## src/rtl/vcb_seq_ctrl.sv

```systemverilog
// Sequencer for an external loadable up/down counter: clear, load, prescaled
// counting and terminal-count tracking until the requested number of wraps is seen.
module vcb_seq_ctrl #(
   parameter int WIDTH    = 4,
   parameter int WRAP_W   = 4,
   parameter int PRESCALE = 2
) (
   input  logic              clk,
   input  logic              clr_n,
   input  logic              start,
   input  logic              abort,
   input  logic [WIDTH-1:0]  preset,
   input  logic              dir_up,
   input  logic [WRAP_W-1:0] wraps,
   input  logic [WIDTH-1:0]  cnt_q,
   input  logic              cnt_ceo,
   output logic              cnt_ce,
   output logic              cnt_l,
   output logic              cnt_up,
   output logic [WIDTH-1:0]  cnt_di,
   output logic              cnt_clr,
   output logic              busy,
   output logic              done,
   output logic [WRAP_W-1:0] wrap_cnt
);

   localparam int              PS_W    = (PRESCALE > 1) ? $clog2(PRESCALE) : 1;
   localparam logic [PS_W-1:0] PS_LAST = PS_W'(PRESCALE - 1);

   typedef enum logic [2:0] {
      S_IDLE,
      S_CLEAR,
      S_LOAD,
      S_RUN,
      S_DONE
   } state_t;

   state_t              state;
   state_t              state_nxt;
   logic [PS_W-1:0]     presc;
   logic [WIDTH-1:0]    preset_r;
   logic                dir_r;
   logic [WRAP_W-1:0]   wraps_r;
   logic                accept;
   logic                tick;
   logic                term_hit;
   logic                last_wrap;
   logic                unused_cnt_q;

   // Counter Q is status only; it never steers the sequence.
   assign unused_cnt_q = ^cnt_q;

   assign accept    = (state == S_IDLE) && start && !abort;
   assign tick      = (state == S_RUN) && (presc == PS_LAST);
   assign term_hit  = (state == S_RUN) && cnt_ceo && !abort;
   assign last_wrap = (wrap_cnt == wraps_r);

   assign cnt_up = dir_r;
   assign cnt_di = preset_r;
   assign busy   = (state != S_IDLE);

   always_ff @(posedge clk or negedge clr_n) begin
      if (!clr_n) begin
         state <= S_IDLE;
      end else begin
         state <= state_nxt;
      end
   end

   always_comb begin
      state_nxt = state;
      cnt_ce    = 1'b0;
      cnt_l     = 1'b0;
      cnt_clr   = 1'b0;
      done      = 1'b0;
      case (state)
         S_IDLE: begin
            if (start) state_nxt = S_CLEAR;
         end
         S_CLEAR: begin
            cnt_clr   = 1'b1;
            state_nxt = S_LOAD;
         end
         S_LOAD: begin
            cnt_l     = 1'b1;
            cnt_ce    = 1'b1;
            state_nxt = S_RUN;
         end
         S_RUN: begin
            cnt_ce = tick;
            if (cnt_ceo && last_wrap) state_nxt = S_DONE;
         end
         S_DONE: begin
            done      = !abort;
            state_nxt = S_IDLE;
         end
         default: state_nxt = S_IDLE;
      endcase
      // Abort overrides every other transition, including a start seen in IDLE.
      if (abort) state_nxt = S_IDLE;
   end

   always_ff @(posedge clk or negedge clr_n) begin
      if (!clr_n) begin
         preset_r <= '0;
         dir_r    <= 1'b0;
         wraps_r  <= '0;
         wrap_cnt <= '0;
         presc    <= '0;
      end else begin
         if (accept) begin
            preset_r <= preset;
            dir_r    <= dir_up;
            wraps_r  <= wraps;
            wrap_cnt <= '0;
         end
         if (state == S_LOAD) begin
            presc <= '0;
         end else if (state == S_RUN) begin
            presc <= (presc == PS_LAST) ? '0 : presc + PS_W'(1);
         end
         // Exit happens on the terminal count matching wraps_r, so wrap_cnt cannot overflow.
         if (term_hit && !last_wrap) begin
            wrap_cnt <= wrap_cnt + WRAP_W'(1);
         end
      end
   end

endmodule

```

## config.mk

```make
export PLATFORM = sky130hd
export DESIGN_NAME = vcb_seq_ctrl
export DESIGN_NICKNAME = d
export VERILOG_FILES = /design/src/rtl/vcb_seq_ctrl.sv
export SDC_FILE = /design/constraint.sdc
export NUM_CORES = 1
export LEC_CHECK = 0
export CORE_ASPECT_RATIO = 0.75
export CORE_UTILIZATION = 47
export CTS_CLUSTER_SIZE = 30
export DETAILED_ROUTE_END_ITERATION = 8
export GPL_ROUTABILITY_DRIVEN = 0
export PLACE_DENSITY = 0.81
export SLEW_MARGIN = 0
export SYNTH_ARGS = -nofsm -noshare
export SYNTH_HDL_FRONTEND = slang
export SYNTH_SLANG_ARGS = --single-unit
```

## constraint.sdc

```tcl
create_clock -name clk -period 4 [get_ports clk]
set_clock_uncertainty 0.1 [all_clocks]
set_input_delay 0.4 -clock clk [delete_from_list [all_inputs] [get_ports clk]]
set_output_delay 0.4 -clock clk [all_outputs]
set_load 0.02 [all_outputs]
```

### Yosys cells after proc, flatten, opt, wreduce, memory -nomap -nowiden

Index checks and enable logic that the tools add are counted.

* flip-flop bits (word level): 17
* memory bits (read-only): 0
* latch bits: 0
* memories: 0
* logic and storage cells: 42
* RAM bits: 0
* input bits: 18
* output and inout port bits: 14

* divide/modulo/power cells: 0
* $mul: 0
* reductions and logical operators: 14
* bitwise logic cells: 0
* muxes and demuxes: 13
* shift-type cells: 0
* magnitude comparators: 0
* $add $sub $neg: 2
* eq/ne operators: 7

Operators by type and width (count)
* case mux 3 bit (4 select lines): 1
* two-way mux 3 bit: 3
* two-way mux 4 bit: 2
* logical AND 1 bit: 7
* equality test 3 x 2 -> 1 bit (second input constant): 2
* two-way mux 1 bit: 6
* inequality test 3 bit (second input constant): 2
* adder 4 x 1 -> 4 bit (second input constant): 1
* equality test 4 bit: 1
* nonzero test 2 bit: 2
* equality test 3 x 1 -> 1 bit (second input constant): 1
* equality test 3 bit (second input constant): 1
* logical NOT 3 bit: 1
* nonzero test 3 bit: 1
* logical NOT 1 bit: 2
* case mux 1 bit (2 select lines): 1
* AND reduction 2 bit: 1
* adder 1 bit (second input constant): 1

### Logic depth before layout (Yosys ltp)

Gate-level depths: netlist of run 1.

* word-level depth: 5
* depth in mapped cells: 6
* mapped depth without buffers: 4

### Worst setup path after synthesis of run 1

Ideal clock, no wire load.

* path type: register -> register
* from: reg state[0]
* to: reg preset_r[0] (netlist: cnt_di[0])
* clock period less this slack: 1.897 ns
* path slack: 2.103 ns
* required time: 3.775 ns
* arrival time: 1.672 ns
* setup time: 0.125 ns
* cell stages (with the launch flop): 6
* buffers on the path: 2
* cells stage by stage: dfrtp_1 > buf_6 > or4_4 > or2_4 > buf_6 > mux2_4

* cells in the longest elaborated chain, start to end: 3

Ends and longest elaborated chain
* start: declaration: line 38 `state_t state;`
* start signal: assignment: line 66 `state <= state_nxt;`
* logical NOT 3 bit: line 53 `assign accept = (state == S_IDLE) && start && !abort;`
* logical AND 1 bit (2 in a row): line 53
* end signal: assignment: line 112 `preset_r <= preset;`
* end: declaration: line 41 `logic [WIDTH-1:0] preset_r;`

Every way passes these cells.
A chain may end at the register's enable or synchronous reset.

### Worst setup path after layout of run 1

* from: in abort
* to: out done

* cells in the longest elaborated chain, start to end: 2

Ends and longest elaborated chain
* start: declaration: line 11 `input logic abort,`
* logical NOT 1 bit: line 94 `done = !abort;`
* two-way mux 1 bit: line 76 `case (state)`
* end: declaration: line 23 `output logic done,`

Every way passes these cells.

==> results of run 1 <==
[per-layer routing]
| metal | up-vias | share of wire | global-route usage |
|---|---|---|---|
| met3 | 3 | 0.027 | 0.0736 |
| met2 | 11 | 0.50 | 0.351 |
| met1 | 342 | 0.46 | 0.232 |
| li1 | 328 | - | - |
| met5 | - | 0 | 0 |
| met4 | 0 | 0.0077 | 0.0592 |
[per-stage QoR]
| step | setup slack (ps) | util | total power, µW | std cells |
|---|---|---|---|---|
| 2_1_floorplan | 2100 | - | 418 | 76 |
| 3_3_place_gp | 1730 | 0.666 | 513 | 123 |
| 3_5_place_dp | 1690 | 0.666 | 524 | 123 |
| 4_1_cts | 1690 | 0.681 | 617 | 127 |
| 5_1_grt | 1650 | 0.681 | 647 | 127 |
| 6_report | 1710 | 0.681 | 611 | 127 |
[state kept, by name (all words and copies together) (netlist names)]
signal and count:
presc 1, wraps_r 4, wrap_cnt 4, state 3
cnt_up 1, cnt_di 4
[cell usage after synthesis]
cell / count
or3_1: 1
buf_6: 2
mux2i_1: 3
xor2_1: 4
nor3b_1: 1
or2_4: 1
a41oi_1: 1
o21a_1: 1
mux2_2: 2
nor2b_1: 2
inv_1: 3
nand2_1: 7
o32a_1: 1
o22ai_1: 1
nor4_2: 1
a211o_1: 2
mux2_4: 7
o21ai_0: 4
nor4b_1: 1
nor2_1: 3
dfrtp_1: 17
o211ai_1: 1
nand2b_1: 2
nand3_1: 2
nor4_1: 1
ha_1: 1
or4_4: 1
or2_2: 3
[kinds of logic (layout without fill, tap and decap cells)]
family,count (synthesis),after routing,share of synthesized area
AND/OR/NAND/NOR,26,26,0.171
flip-flops,17,17,0.476
multiplexers,12,12,0.176
AO/OA/AOI/OAI,11,11,0.0867
buffers and inverters,5,34,0.0378
XOR/XNOR,4,4,0.0392
adder cells (fa/ha/maj),1,1,0.0140
[power breakdown]
part | total (µW) | switching [µW] | internal (µW)
Clock | 92.1 | 53.2 | 38.9
Combinational | 257 | 115 | 143
Sequential | 262 | 43.1 | 219
[cells in the final DEF, fill, tap and decap left out, types with 3 or more instances in the layout]
master           instances
clkbuf_4                 3
clkdlybuf4s50_1         27
dfrtp_1                 17
inv_1                    3
mux2_4                   7
mux2i_1                  3
nand2_1                  7
nor2_1                   3
o21ai_0                  4
or2_2                    3
xor2_1                   4
[worst max path at each step]
stage	to	from	slack (ps)
after CTS	done	abort	1690
after global placement	done	abort	1730
after floorplan	cnt_di[0]	state[0]	2100
after global routing	done	abort	1650
after detailed placement	done	abort	1690
final	done	abort	1710
[area by class of cell]
type	instances	area, µm²
fill	142	561
inverter	3	11.3
sequential	17	425
clock buffer	4	26.3
timing repair buffer	27	270
tap	22	27.5
multi-input combinational	54	435
[worst max-delay path: stages]
cell and delay, ps:
clkdlybuf4s50_1 480, nor4b_1 260, clkdlybuf4s50_1 650
==> flow_summary_export.csv, run 1 <==
group,metric,value,unit
clock_tree,clk-insertion-delay-late,290,ps
clock_tree,cts_tree,"built",
global_route,grt_max_degree,18,
drt,drt_first_pass_iters,4,
synthesis,synthTopCellsByArea,"dfrtp_1 (48%), mux2_4 (12%), xor2_1 (3.9%)",
run,maxCapViolations,0,
floorplan,rows,13,
synthesis,avgSynthCellArea,11.8,µm²
global_route,grt_remaining_overflow,0,
clock_tree,post-cts-setup-buffers,0,
worst_setup_path,regToRegSetupSlack,2060,ps
global_route,grt_pass1_wl,2880,µm
clock_tree,post_cts_resized,0,
sta,setup_viol,0,
clock_tree,root_buffer,"clkbuf_4",
drt,drcViolationCount,0,
synthesis,synth-warning-count,0,
worst_setup_path,reg2reg_from,"wrap_cnt[3]",
sta,slew_viol_final,0,
worst_setup_path,crit_path_end_kind,"output port",
global_route,track_usage,0.201,
drt,drtIter0Drc,2,
sta,clock.fmax,437,MHz
sta,rsz0062_at_grt,"false",
drt,vias_per_cell,5.39,
layout,syn2layout_area_growth,33.7,%
clock_tree,cts_hold_buffers,0,
sta,min_period,2290,ps
clock_tree,path_clk_slew,90,ps
hold_path,min-delay-path-class,"flop to flop",
floorplan,die-area,2080,µm²
worst_setup_path,start_kind,"input pin",
global_route,antenna_found_initial,0,
synthesis,synth_top_area_frac,0.476,
sta,tns,0,ps
worst_setup_path,crit_required,3500,ps
clock_tree,clock-sinks,17,
hold_path,min-delay-start,"presc",
synthesis,yosysTopAreaCell,"dfrtp_1",
worst_setup_path,arrival,1790,ps
synthesis,netlist_instances,76,
synthesis,synth.distinct_cells,28,
floorplan,die_y,39.8,µm
floorplan,die_w,52.4,µm
hold_path,holdPathStages,2,
layout,nNetsFinal,125,
drt,dr_total_vias,684,
outcome,status,"complete, no violations",
clock_tree,htreeDepth,1,
synthesis,synth_nets,95,
sta,timing.hold.ws,397,ps
worst_setup_path,rr_worst_depth,4,
power,power.density,511,nW/µm²
clock_tree,cts_buffers,3,
sta,finalCritPeriodShare,0.573,
global_route,grt_pass1_vias,668,
floorplan,core_area,1760,µm²
worst_setup_path,r2r_end,"wrap_cnt[1]",
placed_design,placed_area,1170,µm²
drt,wirelength,1810,µm
drt,routedWlPerCell,14.3,µm
floorplan,ios,32,
floorplan,initial_utilization,0.509,
drt,ant_nets,0,
worst_setup_path,worstPathMaxFanout,5,
clock_tree,cts_buffer_depth,2,
power,leakage,0.000521,µW
layout,stdcell_area,1200,µm²
worst_setup_path,crit_type,"input pin to output port",
sta,hold_viol,0,
layout,layout-drive-gt1-share,0.171,
power,peakVddDrop,297,µV
placed_design,hpwl,1400,µm
placed_design,io_buffers,27,
layout,diodes,0,
synthesis,syn-cell-area,895,µm²
synthesis,ys_seq_area_frac,0.476,
sta,worst_pin_slew,809,ps
synthesis,synth-seq-cells,17,
hold_path,min_to,"presc",
sta,relSlewSlack,0.456,
Power figures use the tool's default switching activity.
==> run 2, diff against run 1 <==
--- a/config.mk
+++ b/config.mk
@@ -6,11 +6,11 @@
 export NUM_CORES = 1
 export LEC_CHECK = 0
 export CORE_ASPECT_RATIO = 0.75
-export CORE_UTILIZATION = 47
+export CORE_UTILIZATION = 39
 export CTS_CLUSTER_SIZE = 30
 export DETAILED_ROUTE_END_ITERATION = 8
 export GPL_ROUTABILITY_DRIVEN = 0
-export PLACE_DENSITY = 0.81
+export PLACE_DENSITY = 0.72
 export SLEW_MARGIN = 0
 export SYNTH_ARGS = -nofsm -noshare
 export SYNTH_HDL_FRONTEND = slang
==> constraint.sdc (replaced) <==
create_clock -name clk -period 2 [get_ports clk]
set_clock_uncertainty 0.1 [all_clocks]
set_input_delay 0.2 -clock clk [delete_from_list [all_inputs] [get_ports clk]]
set_output_delay 0.2 -clock clk [all_outputs]
set_load 0.02 [all_outputs]
==> flow_summary_export.csv, run 2 (synthesized netlist as in run 1, its figures left out) <==
group,metric,value,unit
outcome,status,"complete, but fails checks",
outcome,violations,"DRC",
global_route,grt_pass1_wl,3020,µm
drt,drcViolationCount,2,
sta,clock.fmax,543,MHz
sta,min_period,1840,ps
drt,drt_first_pass_iters,6,
power,leakage,0.000586,µW
sta,relSlewSlack,0.810,
drt,wirelength,1840,µm
floorplan,initial_utilization,0.429,
layout,nFillCells,186,
worst_setup_path,worstPathMaxFanout,12,
drt,drtIter0Drc,24,
power,p_clk_frac,0.147,
clock_tree,cts_buffer_depth,2,
clock_tree,path_clk_slew,90,ps
power,p_int,811,µW
floorplan,rows,14,
layout,diodes,0,
power,sw_frac_of_total,0.341,
sta,slew_viol_final,0,
global_route,grt_pass1_vias,666,
worst_setup_path,crit_path_end_kind,"flop",
placed_design,place_inst,130,
layout,final_cell_mix,"clkdlybuf4s50_1 (22), dfrtp_1 (17), nand2_1 (7), mux2_4 (7), buf_4 (5)",
clock_tree,cts_tree,"built",
worst_setup_path,cp_slowest_cell,"or4_4",
worst_setup_path,critPathTopFamily,"simple AND/OR/NAND/NOR gates",
global_route,grt_max_degree,18,
worst_setup_path,crit_required,2080,ps
sta,setup_ws,159,ps
worst_setup_path,cp_cell_sequence,"or4_4 > or2_4 > mux2_4",
worst_setup_path,start_kind,"flop",
layout,syn2layout_area_growth,38.3,%
global_route,grt_remaining_overflow,0,
layout,final_common_cell,"clkdlybuf4s50_1",
power,peakVddDrop,430,µV
worst_setup_path,arrival,1920,ps
floorplan,die-area,2490,µm²
clock_tree,cts_hold_buffers,0,
drt,ant_nets,0,
hold_path,min-delay-path-class,"input pin to asynchronous set/reset pin",
floorplan,die_w,57.3,µm
layout,layout-drive-gt1-share,0.209,
placed_design,hpwl,1350,µm
clock_tree,cts_buffers,3,
power,comb_power_share,0.435,
placed_design,io_buffers,27,
layout,fin_cells,134,
drt,dr_total_vias,706,
worst_setup_path,crit_type,"flop to flop",
layout,nNetsFinal,130,
floorplan,ios,32,
sta,setup_viol,0,
floorplan,die_y,43.5,µm
sta,worst_pin_slew,282,ps
power,p_seq_frac,0.417,
drt,routedWlPerCell,13.7,µm
sta,finalCritPeriodShare,0.921,
worst_setup_path,path_buf_inv,0,
clock_tree,clock-sinks,17,
run,maxCapViolations,0,
power,power.density,994,nW/µm²
power,power.switching,419,µW
sta,hold_viol,0,
global_route,antenna_found_initial,0,
sta,rsz0062_at_grt,"false",
clock_tree,clk-insertion-delay-late,290,ps
drt,vias_per_cell,5.27,
placed_design,detailedPlace.worstSlack,-12.1,ps
floorplan,core_area,2080,µm²
clock_tree,post-cts-setup-buffers,0,
clock_tree,htreeDepth,1,
worst_setup_path,slowest_delay,530,ps
clock_tree,root_buffer,"clkbuf_4",
global_route,track_usage,0.165,
## run 2: cell count changes in the layout (fill, tap and decap cells not counted)
cell             before  now
dlygate4sd2_1         0    3
buf_4                 0    5
clkdlybuf4s50_1      27   22
dlymetal6s2s_1        0    2
## run 2: final timing paths
check | startpoint | to | slack [ps] | cells past startpoint
max in group asynchronous | clr_n | wrap_cnt[2] | 1490 | 2
setup / recovery | state[2] | cnt_di[3] | 160 | 3
setup reg to reg | state[2] | cnt_di[3] | 160 | 3
min in group clk | presc | presc | 400 | 2
hold reg to reg | presc | presc | 400 | 2
hold / removal | clr_n | cnt_up | 120 | 2
## run 2: power groups by stage
| stage | logic (µW) | registers, µW | clock network (µW) |
|---|---|---|---|
| 2_1_floorplan | 266 | 571 | 0 |
| 3_3_place_gp | 533 | 515 | 0 |
| 3_5_place_dp | 543 | 519 | 0 |
| 4_1_cts | 538 | 513 | 187 |
| 5_1_grt | 576 | 524 | 205 |
| 6_report | 535 | 513 | 181 |
## run 2: per-stage QoR
stage           util  hold slack, ps  TNS (ps)  cell area (µm²)  total power (µW)
3_5_place_dp   0.580             371     -47.0             1210              1060
3_3_place_gp   0.580             370         0             1210              1050
2_1_floorplan      -            -196         0              895               837
6_report       0.594             122         0             1240              1230
4_1_cts        0.591             127         0             1230              1240
5_1_grt        0.594             138         0             1240              1310
## run 2: repair_timing
| action | CTS | global route |
|---|---|---|
| endpoints found under the setup margin | 3 | 2 |
| gates resized for setup | 3 | 2 |
| pin swaps | 0 | 0 |
## run 2: final cells by class
| class | count | area [µm²] | share of cell area |
|---|---|---|---|
| multi-input combinational | 54 | 435 | 0.352 |
| sequential | 17 | 425 | 0.344 |
| timing repair buffer | 32 | 309 | 0.250 |
| tap | 24 | 30.0 | 0.0243 |
| clock buffer | 4 | 26.3 | 0.0212 |
| inverter | 3 | 11.3 | 0.00910 |
## run 2: layer usage
layer	wire length [µm]	global-route usage	part of all wire
met5	0	0	0
met3	110	0.0537	0.060
met1	834	0.228	0.45
met2	881	0.247	0.48
met4	14	0.0537	0.0076
==> run 3, diff against run 2 <==
--- a/config.mk
+++ b/config.mk
@@ -7,6 +7,7 @@
 export LEC_CHECK = 0
 export CORE_ASPECT_RATIO = 0.75
 export CORE_UTILIZATION = 39
+export CTS_CLUSTER_DIAMETER = 30
 export CTS_CLUSTER_SIZE = 30
 export DETAILED_ROUTE_END_ITERATION = 8
 export GPL_ROUTABILITY_DRIVEN = 0
==> results of run 3 <==
Final layout, timing and power as in run 2 (identical DEF).
